## src/rtl/punc_pkg.sv

```systemverilog
// Shared definitions for the PUnC instruction-fetch front end.
package punc_pkg;
  localparam int unsigned ADDR_W_DEF   = 16;
  localparam int unsigned DATA_W_DEF   = 16;
  localparam logic [15:0] RESET_PC_DEF = 16'h0000;
  localparam int unsigned PC_INC       = 1;

  typedef enum logic [1:0] {
    S_IDLE   = 2'd0,
    S_REQ    = 2'd1,
    S_DRAIN  = 2'd2,
    S_HALTED = 2'd3
  } fetch_state_e;
endpackage

```

## src/rtl/punc_ifetch_fifo.sv

```systemverilog
// Prefetch FIFO: DEPTH registered entries with push/pop/flush; head is the
// registered entry at the read pointer.
module punc_ifetch_fifo #(
  parameter int unsigned WIDTH = 32,
  parameter int unsigned DEPTH = 2
) (
  input  logic                     clk,
  input  logic                     rst,
  input  logic                     push,
  input  logic [WIDTH-1:0]         din,
  input  logic                     pop,
  input  logic                     flush,
  output logic [$clog2(DEPTH):0]   count,
  output logic                     valid,
  output logic [WIDTH-1:0]         head
);
  localparam int unsigned PW = $clog2(DEPTH);
  localparam int unsigned CW = PW + 1;
  localparam logic [CW-1:0] DEPTH_C = CW'(DEPTH);

  logic [WIDTH-1:0] mem [DEPTH];
  logic [PW-1:0]    wr_ptr, rd_ptr;
  logic             pop_ok;

  assign valid  = (count != '0);
  assign pop_ok = pop && valid;
  assign head   = mem[rd_ptr];

  // Flush has priority over any push or pop in the same cycle.
  always_ff @(posedge clk or negedge rst) begin
    if (!rst) begin
      wr_ptr <= '0;
      rd_ptr <= '0;
      count  <= '0;
      for (int unsigned i = 0; i < DEPTH; i++) mem[i] <= '0;
    end else if (flush) begin
      wr_ptr <= '0;
      rd_ptr <= '0;
      count  <= '0;
    end else begin
      if (push) begin
        mem[wr_ptr] <= din;
        wr_ptr      <= wr_ptr + 1'b1;
      end
      if (pop_ok) rd_ptr <= rd_ptr + 1'b1;
      case ({push, pop_ok})
        2'b10:   count <= count + 1'b1;
        2'b01:   count <= count - 1'b1;
        default: ;
      endcase
    end
  end

  a_no_push_when_full: assert property (@(posedge clk) disable iff (!rst)
    !(push && !flush && count == DEPTH_C));
endmodule

```

## src/rtl/punc_fetch_unit.sv

```systemverilog
// PUnC LC3 fetch front end: owns the fetch PC, runs one-outstanding imem
// requests and feeds fetched words plus PC+1 to control through a FIFO.
module punc_fetch_unit
  import punc_pkg::*;
#(
  parameter int unsigned       ADDR_W   = ADDR_W_DEF,
  parameter int unsigned       DATA_W   = DATA_W_DEF,
  parameter int unsigned       DEPTH    = 2,
  parameter logic [ADDR_W-1:0] RESET_PC = ADDR_W'(RESET_PC_DEF)
) (
  input  logic                   clk,
  input  logic                   rst,
  output logic                   imem_req,
  output logic [ADDR_W-1:0]      imem_addr,
  input  logic                   imem_ack,
  input  logic [DATA_W-1:0]      imem_rdata,
  input  logic                   redirect_valid,
  input  logic [ADDR_W-1:0]      redirect_pc,
  input  logic                   halt,
  output logic                   ir_valid,
  output logic [DATA_W-1:0]      ir_data,
  output logic [ADDR_W-1:0]      ir_pc,
  input  logic                   ir_ready,
  output logic [$clog2(DEPTH):0] buf_count,
  output logic                   halted
);
  localparam int unsigned CW = $clog2(DEPTH) + 1;
  localparam logic [CW-1:0]     DEPTH_C = CW'(DEPTH);
  localparam logic [ADDR_W-1:0] PC_STEP = ADDR_W'(PC_INC);

  fetch_state_e state, state_nxt;
  logic [ADDR_W-1:0]        fetch_pc, req_addr, push_pc;
  logic                     halt_q, halt_eff, issue, push, pop;
  logic [DATA_W+ADDR_W-1:0] head;

  assign halt_eff = halt | halt_q;
  // Space is judged on the registered count; a same-cycle pop frees nothing yet.
  assign issue    = (state == S_IDLE) && !halt_eff && !redirect_valid && (buf_count < DEPTH_C);
  assign push     = (state == S_REQ) && imem_ack && !redirect_valid;
  assign pop      = ir_valid && ir_ready;
  assign push_pc  = req_addr + PC_STEP;

  always_ff @(posedge clk or negedge rst) begin
    if (!rst) state <= S_IDLE;
    else      state <= state_nxt;
  end

  always_comb begin
    state_nxt = state;
    case (state)
      S_IDLE: begin
        if (halt_eff)   state_nxt = S_HALTED;
        else if (issue) state_nxt = S_REQ;
      end
      S_REQ: begin
        if (imem_ack)            state_nxt = halt_eff ? S_HALTED : S_IDLE;
        else if (redirect_valid) state_nxt = S_DRAIN;
      end
      S_DRAIN: begin
        if (imem_ack) state_nxt = halt_eff ? S_HALTED : S_IDLE;
      end
      S_HALTED: state_nxt = S_HALTED;
      default:  state_nxt = S_IDLE;
    endcase
  end

  // req_addr keeps the issued address so DRAIN can hold it after fetch_pc moves.
  always_ff @(posedge clk or negedge rst) begin
    if (!rst) begin
      fetch_pc <= RESET_PC;
      req_addr <= RESET_PC;
      halt_q   <= 1'b0;
    end else begin
      halt_q <= halt_q | halt;
      if (issue) req_addr <= fetch_pc;
      if (redirect_valid) fetch_pc <= redirect_pc;
      else if (push)      fetch_pc <= push_pc;
    end
  end

  always_comb begin
    imem_req  = rst && (issue || state == S_REQ || state == S_DRAIN);
    imem_addr = (state == S_IDLE) ? fetch_pc : req_addr;
    halted    = (state == S_HALTED);
  end

  punc_ifetch_fifo #(
    .WIDTH(DATA_W + ADDR_W),
    .DEPTH(DEPTH)
  ) u_fifo (
    .clk   (clk),
    .rst   (rst),
    .push  (push),
    .din   ({imem_rdata, push_pc}),
    .pop   (pop),
    .flush (redirect_valid),
    .count (buf_count),
    .valid (ir_valid),
    .head  (head)
  );

  assign {ir_data, ir_pc} = head;
endmodule

```

## config.mk

```make
export PLATFORM = sky130hd
export DESIGN_NAME = punc_fetch_unit
export DESIGN_NICKNAME = d
export VERILOG_FILES = /design/src/rtl/punc_pkg.sv /design/src/rtl/punc_ifetch_fifo.sv /design/src/rtl/punc_fetch_unit.sv
export SDC_FILE = /design/constraint.sdc
export NUM_CORES = 1
export LEC_CHECK = 0
export ABC_CLOCK_PERIOD_IN_PS = 1980
export BUFFER_PORTS_ARGS = -buffer_cell sky130_fd_sc_hd__buf_2
export CAP_MARGIN = 30
export CORE_MARGIN = 8
export CORE_UTILIZATION = 45
export DETAILED_ROUTE_END_ITERATION = 8
export PLACE_DENSITY_LB_ADDON = 0.2
export SYNTH_ARGS = -nofsm -noshare
export SYNTH_HDL_FRONTEND = slang
export SYNTH_SLANG_ARGS = --single-unit
```

## constraint.sdc

```tcl
create_clock -name clk -period 1.98 [get_ports clk]
set_input_delay 0.198 -clock clk [delete_from_list [all_inputs] [get_ports clk]]
set_output_delay 0.198 -clock clk [all_outputs]
set_load 0.02 [all_outputs]
```

Yosys cells after proc, flatten, opt, wreduce, memory -nomap -nowiden
Index checks and enable logic that the tools add are counted.
Word-level totals
  bits in registers: 103
  output and inout port bits: 53
Cells by class
  order comparisons: 4
  bitwise gates (word level): 4
  muxes and demuxes: 22
  equal/unequal tests: 8
  reductions and logical operators: 20
  add/subtract/negate cells: 5
Operators with widths (number)
  2-to-1 mux 32 bit: 4
  bitwise mux 64 bit: 1
  2-to-1 mux 16 bit: 3
  demux 32 bit (select 1 bit): 1
  adder 16 x 1 -> 16 bit, second input constant: 1
  2-to-1 mux 2 bit: 7
  logical AND 1 bit: 9
  one-hot mux 2 bit (4 select lines): 1
  == test 2 bit, second input constant: 3
  inequality test 3 bit, second input constant: 2
  nonzero test 2 bit: 3
  == test 2 x 1 -> 1 bit, second input constant: 2
  greater-or-equal comparator 2 bit, second input constant: 2
  2-to-1 mux 1 bit: 4
  NOT 1 -> 2 bit: 2
  one-hot mux 2 bit (2 select lines): 1
  AND reduction 3 bit: 1
  nonzero test 3 bit: 1
  adder 1 bit, second input constant: 2
  adder 2 x 1 -> 2 bit, second input constant: 1
  zero test 1 bit: 2
  zero test 2 bit: 1
  logical OR 1 bit: 2
  < comparator 2 x 1 -> 1 bit, second input constant: 1
  other kinds (6): 6

Depth between registers and ports, before layout
  word-level depth: 8
  gate-level depth with buffers: 8
  mapped depth without buffers: 5

Cells and area by module
A second synthesis with hierarchy kept.
Second synthesis, totals
  cell total of the unflattened synthesis: 399
  area total of the unflattened synthesis: 5417.7 um2
Modules (own cells, without submodules)
  punc_ifetch_fifo: cells an instance 193, times used 1, area each 3245.6 um2
  punc_fetch_unit: cells an instance 206, times used 1, area each 2172.1 um2

Worst setup path before layout
Ideal clock, no wire load.
  kind: register -> register
  from: register req_addr[0]
  to: register fetch_pc[12]
  buffers on the path: 0
  setup time: 69 ps
  period minus slack after synthesis: 1682 ps
  path slack: 298 ps
  data arrival time: 1613 ps
  cell stages (with the launch flop): 6
  path through: dfrtp_1 -> ha_1 -> nand3_2 -> nor4_4 -> or4b_2 -> nand3_1
On the way
  cells in the longest elaborated chain, start to end: 3
Ends and longest elaborated chain
  start, declared: line punc_fetch_unit.sv:32  | logic [ADDR_W-1:0] fetch_pc, req_addr, push_pc;
  start signal, assigned: line punc_fetch_unit.sv:75  | if (issue) req_addr <= fetch_pc;
  adder 16 x 1 -> 16 bit: line punc_fetch_unit.sv:41  | assign push_pc = req_addr + PC_STEP;
  2-to-1 mux 16 bit: line punc_fetch_unit.sv:77  | else if (push) fetch_pc <= push_pc;
  2-to-1 mux 16 bit: line punc_fetch_unit.sv:76  | if (redirect_valid) fetch_pc <= redirect_pc;
  end signal, assigned: line punc_fetch_unit.sv:76
  end signal, assigned: line punc_fetch_unit.sv:77
  end, declared: line punc_fetch_unit.sv:32
No other way between the ends. The select of a mux whose other input is x is not followed.
A chain may end at the register's enable or synchronous reset.

Worst setup path after layout
  from: register state[0]
  to: output port imem_addr[4]
On the way
  cells in the longest elaborated chain, start to end: 2
Ends and longest elaborated chain
  start, declared: line punc_fetch_unit.sv:31  | fetch_state_e state, state_nxt;
  start signal, assigned: line punc_fetch_unit.sv:45  | else state <= state_nxt;
  zero test 2 bit: line punc_fetch_unit.sv:83  | imem_addr = (state == S_IDLE) ? fetch_pc : req_addr;
  2-to-1 mux 16 bit: line punc_fetch_unit.sv:83
  end, declared: line punc_fetch_unit.sv:14  | output logic [ADDR_W-1:0] imem_addr,
No other way between the ends.

==> impl_results.md <==
- DRC Markers: 0
- Final HPWL DP: 8000 um
- Max-slew violations: 0
- Endpoints failing hold: 0
- Syn nets: 488
- DP Area: 5790 um^2
- Routability Congestion: 0.826
- # H-tree levels: 3
- Synth cell types: 43
- Crit path DAT: 1.74 ns
- Seq/Total Area, Yosys: 50.3%
- CTS tree: built
- Port Buffer Count: 90
- Top cells by area, synth: dfrtp_1 50%, mux2_2 18%, mux2_4 3.2%, nand2_1 2.8%, o21ai_0 2.7%
- Clock skew: 0.00621 ns
- Vias in the first global route: 3795
- Worst slew margin: 67.6%
- GR Overflow Total: 0
- Setup CP Type: reg2out
- Yosys synthesis warning count: 0
- Max FO, Critical Path: 8
- Final Hold Slack: 0.0584 ns
- Cell-by-cell trace of the critical path: buf_4, nor2_4, buf_6, mux2_2, buf_2
- Clk slew on worst S/H paths: 0.07 ns
- RSZ-0062 raised after global routing: true
- Routed len/inst: 16.9 um
- Post-route minimum period: 1.93 ns
- Share of the synthesized area in the top cell type: 50.3%
- Mapped Cells: 449
- Startpoint Class: flop
- Maximum clock rate: 0.517 GHz
- Tcrit/Tclk final: 97.7%
- Mean post-synth cell area: 11.4 um^2
- Initial Util: 45.5%
- Nets: 580
- Critical Path RT: 1.78 ns
- Part of the power in registers: 52.1%
- Delay of the slowest critical-path stage: 0.38 ns
- Post-route ant nets: 0
- Part of the power in combinational logic: 7.6%
- Die X: 123 um
- Netlist area before placement: 5120 um^2
- Num rows: 39
- Most used DFF post-synth: dfrtp_1
- Clock network power share: 40.2%
- Max Root-Sink Buffers: 2
- Slew @ Worst Pin: 0.485 ns
- Largest net degree at the start of global routing: 88
- Die ar.: 15100 um^2
- Final WL: 11600 um
- Reg2reg path depth: 5
- Placeable core region: 11300 um^2
- GRT Util Overall: 16.2%
- Vias after detailed routing: 3700
- DR pass1 iterations: 6
- Fraction of layout cells with a size suffix above 1: 43.4%
- Initial DRC count: 223
- Leakage Power: 3.04 nW
- Antenna cells: 0
- Peak supply drop: 469 uV
- Pwr Total: 4.24 mW
- Final setup margin: 0.0464 ns
- Hold Crit Class: in2reg
- Status: finished, final reports clean
- Post-synth EDFFs: 0
- Clock root cell: clkbuf_16
- WHS Path Cells: 3
- First-pass GRT wire length: 19300 um
- Crit path max-delay cell type: dfrtp_1
- Total CTS buffers: 9
- Yosys reg bits: 103
- Initial antenna violation count: 0
- I/O pins: 91
- Area delta synth->final: 20.1%
- Setup TNS: 0 ns
- Asr flop ratio synth: 100%
- Cell accounting for the most synthesized area: dfrtp_1
- Max cap viols: 0
- Setup Buffers After CTS: 0
- Internal: 3.29 mW
- Total clock sinks: 103
- Post-route cell area: 6160 um^2
- Via density: 5.39
- Die H: 123 um
- Dpl ws: 0.230 ns
- Skew-Pair Late Insertion Delay: 0.34 ns
- Pwr Density: 689 nW/um^2
- Setup Viol. Count Final: 0
- Critical path capture point type: primary output
- Post-synth top cells: 103 x dfrtp_1, 84 x mux2_2, 38 x nand2_1, 35 x nor2_1, 28 x o21ai_0
- Net Switching: 0.955 mW
- Sw frac: 22.5%
- Most common cell in the synthesized netlist: dfrtp_1
worst max-delay path, delay by kind of cell (launching register included):
| family | cells | cell delay [ns] |
|---|---|---|
| buf+inv | 3 | 0.50 |
| flops | 1 | 0.38 |
| mux | 1 | 0.34 |
| simple gates | 1 | 0.18 |
registers in the layout, indices dropped and copies added (netlist names):
| signal | count |
|---|---|
| u_fifo.count | 2 |
| u_fifo.wr_ptr | 1 |
| u_fifo.mem | 64 |
| state | 2 |
| fetch_pc | 16 |
| req_addr | 16 |
| halt_q | 1 |
| u_fifo.rd_ptr | 1 |
power groups by stage:
stage	Sequential, mW	Clock, mW	Combinational, mW
global route	2.22	1.84	0.361
detailed placement	2.25	0	0.327
floorplan	2.24	0	0.175
finish	2.21	1.71	0.324
CTS	2.21	1.75	0.331
global placement	2.25	0	0.321
kinds of logic after synthesis:
group           after synthesis  share of synthesized area [%]
compound gates               67                           7.33
xor+xnor                     11                           1.88
fa+ha+maj                     2                          0.440
buf+inv                      35                           3.25
flops                       103                           50.3
mux                          99                           22.5
simple gates                132                           14.3
final timing paths:
kind,from,endpoint,slack (ns)
max,state[0],imem_addr[4],0.05
min,redirect_pc[10],fetch_pc[10],0.06
max reg2reg,req_addr[1],fetch_pc[14],0.21
min reg2reg,u_fifo.mem[5],u_fifo.mem[5],0.48
max in group asynchronous,rst,u_fifo.mem[22],0.94
min in group asynchronous,rst,u_fifo.mem[32],0.29
layout make-up:
type	instances	area [um^2]
fill	1020	5120
sequential	103	2580
multi-input combinational	311	2400
timing repair buffer	110	693
clock buffer	14	284
tap	143	179
inverter	6	22.5
placed cells by master (no fill, tap or decap), types with 2 or more instances in the layout:
cell       instances
buf_2             83
inv_1              6
nand2_1           37
xor2_1             3
nand4_2            2
mux2i_1            4
nor3b_1            7
clkbuf_16          9
or4b_2             3
a21oi_1           24
dfrtp_1          103
nand3_2            3
clkbuf_8           4
nor3_1            16
buf_4             16
a211oi_1           2
o211ai_1           2
o31a_1             4
o21ai_0           28
buf_12             4
o31ai_1            4
nor2_1            34
mux2_2            83
a21o_1             2
mux2_4            12
nor2_4             2
nand3_1            7
buf_6              6
or2_2              3
xnor2_1            8
nor4_1             4
nor4_4             4
metrics by stage:
stage,std cells,utilization [%]
3_5_place_dp,670,51.4
3_3_place_gp,670,51.4
4_1_cts,687,54.2
5_1_grt,687,54.6
2_1_floorplan,449,-
6_report,687,54.6
what timing repair did:
item	4_1_cts	5_1_grt
cloned	2	0
endpoints found under the hold margin	16	0
pin swaps	0	1
endpoints found under the setup margin	14	11
hold buffers	1	0
gates resized for setup	4	18
per-layer routing:
metal / track usage, % / routed length, um / vias up
met5: 0 / 0 / -
met4: 4.57 / 123 / 0
met3: 4.83 / 782 / 11
met2: 24.9 / 5190 / 87
met1: 21.7 / 5520 / 1831
li1: - / - / 1771
Note: power is estimated with default switching activity, not from simulation.
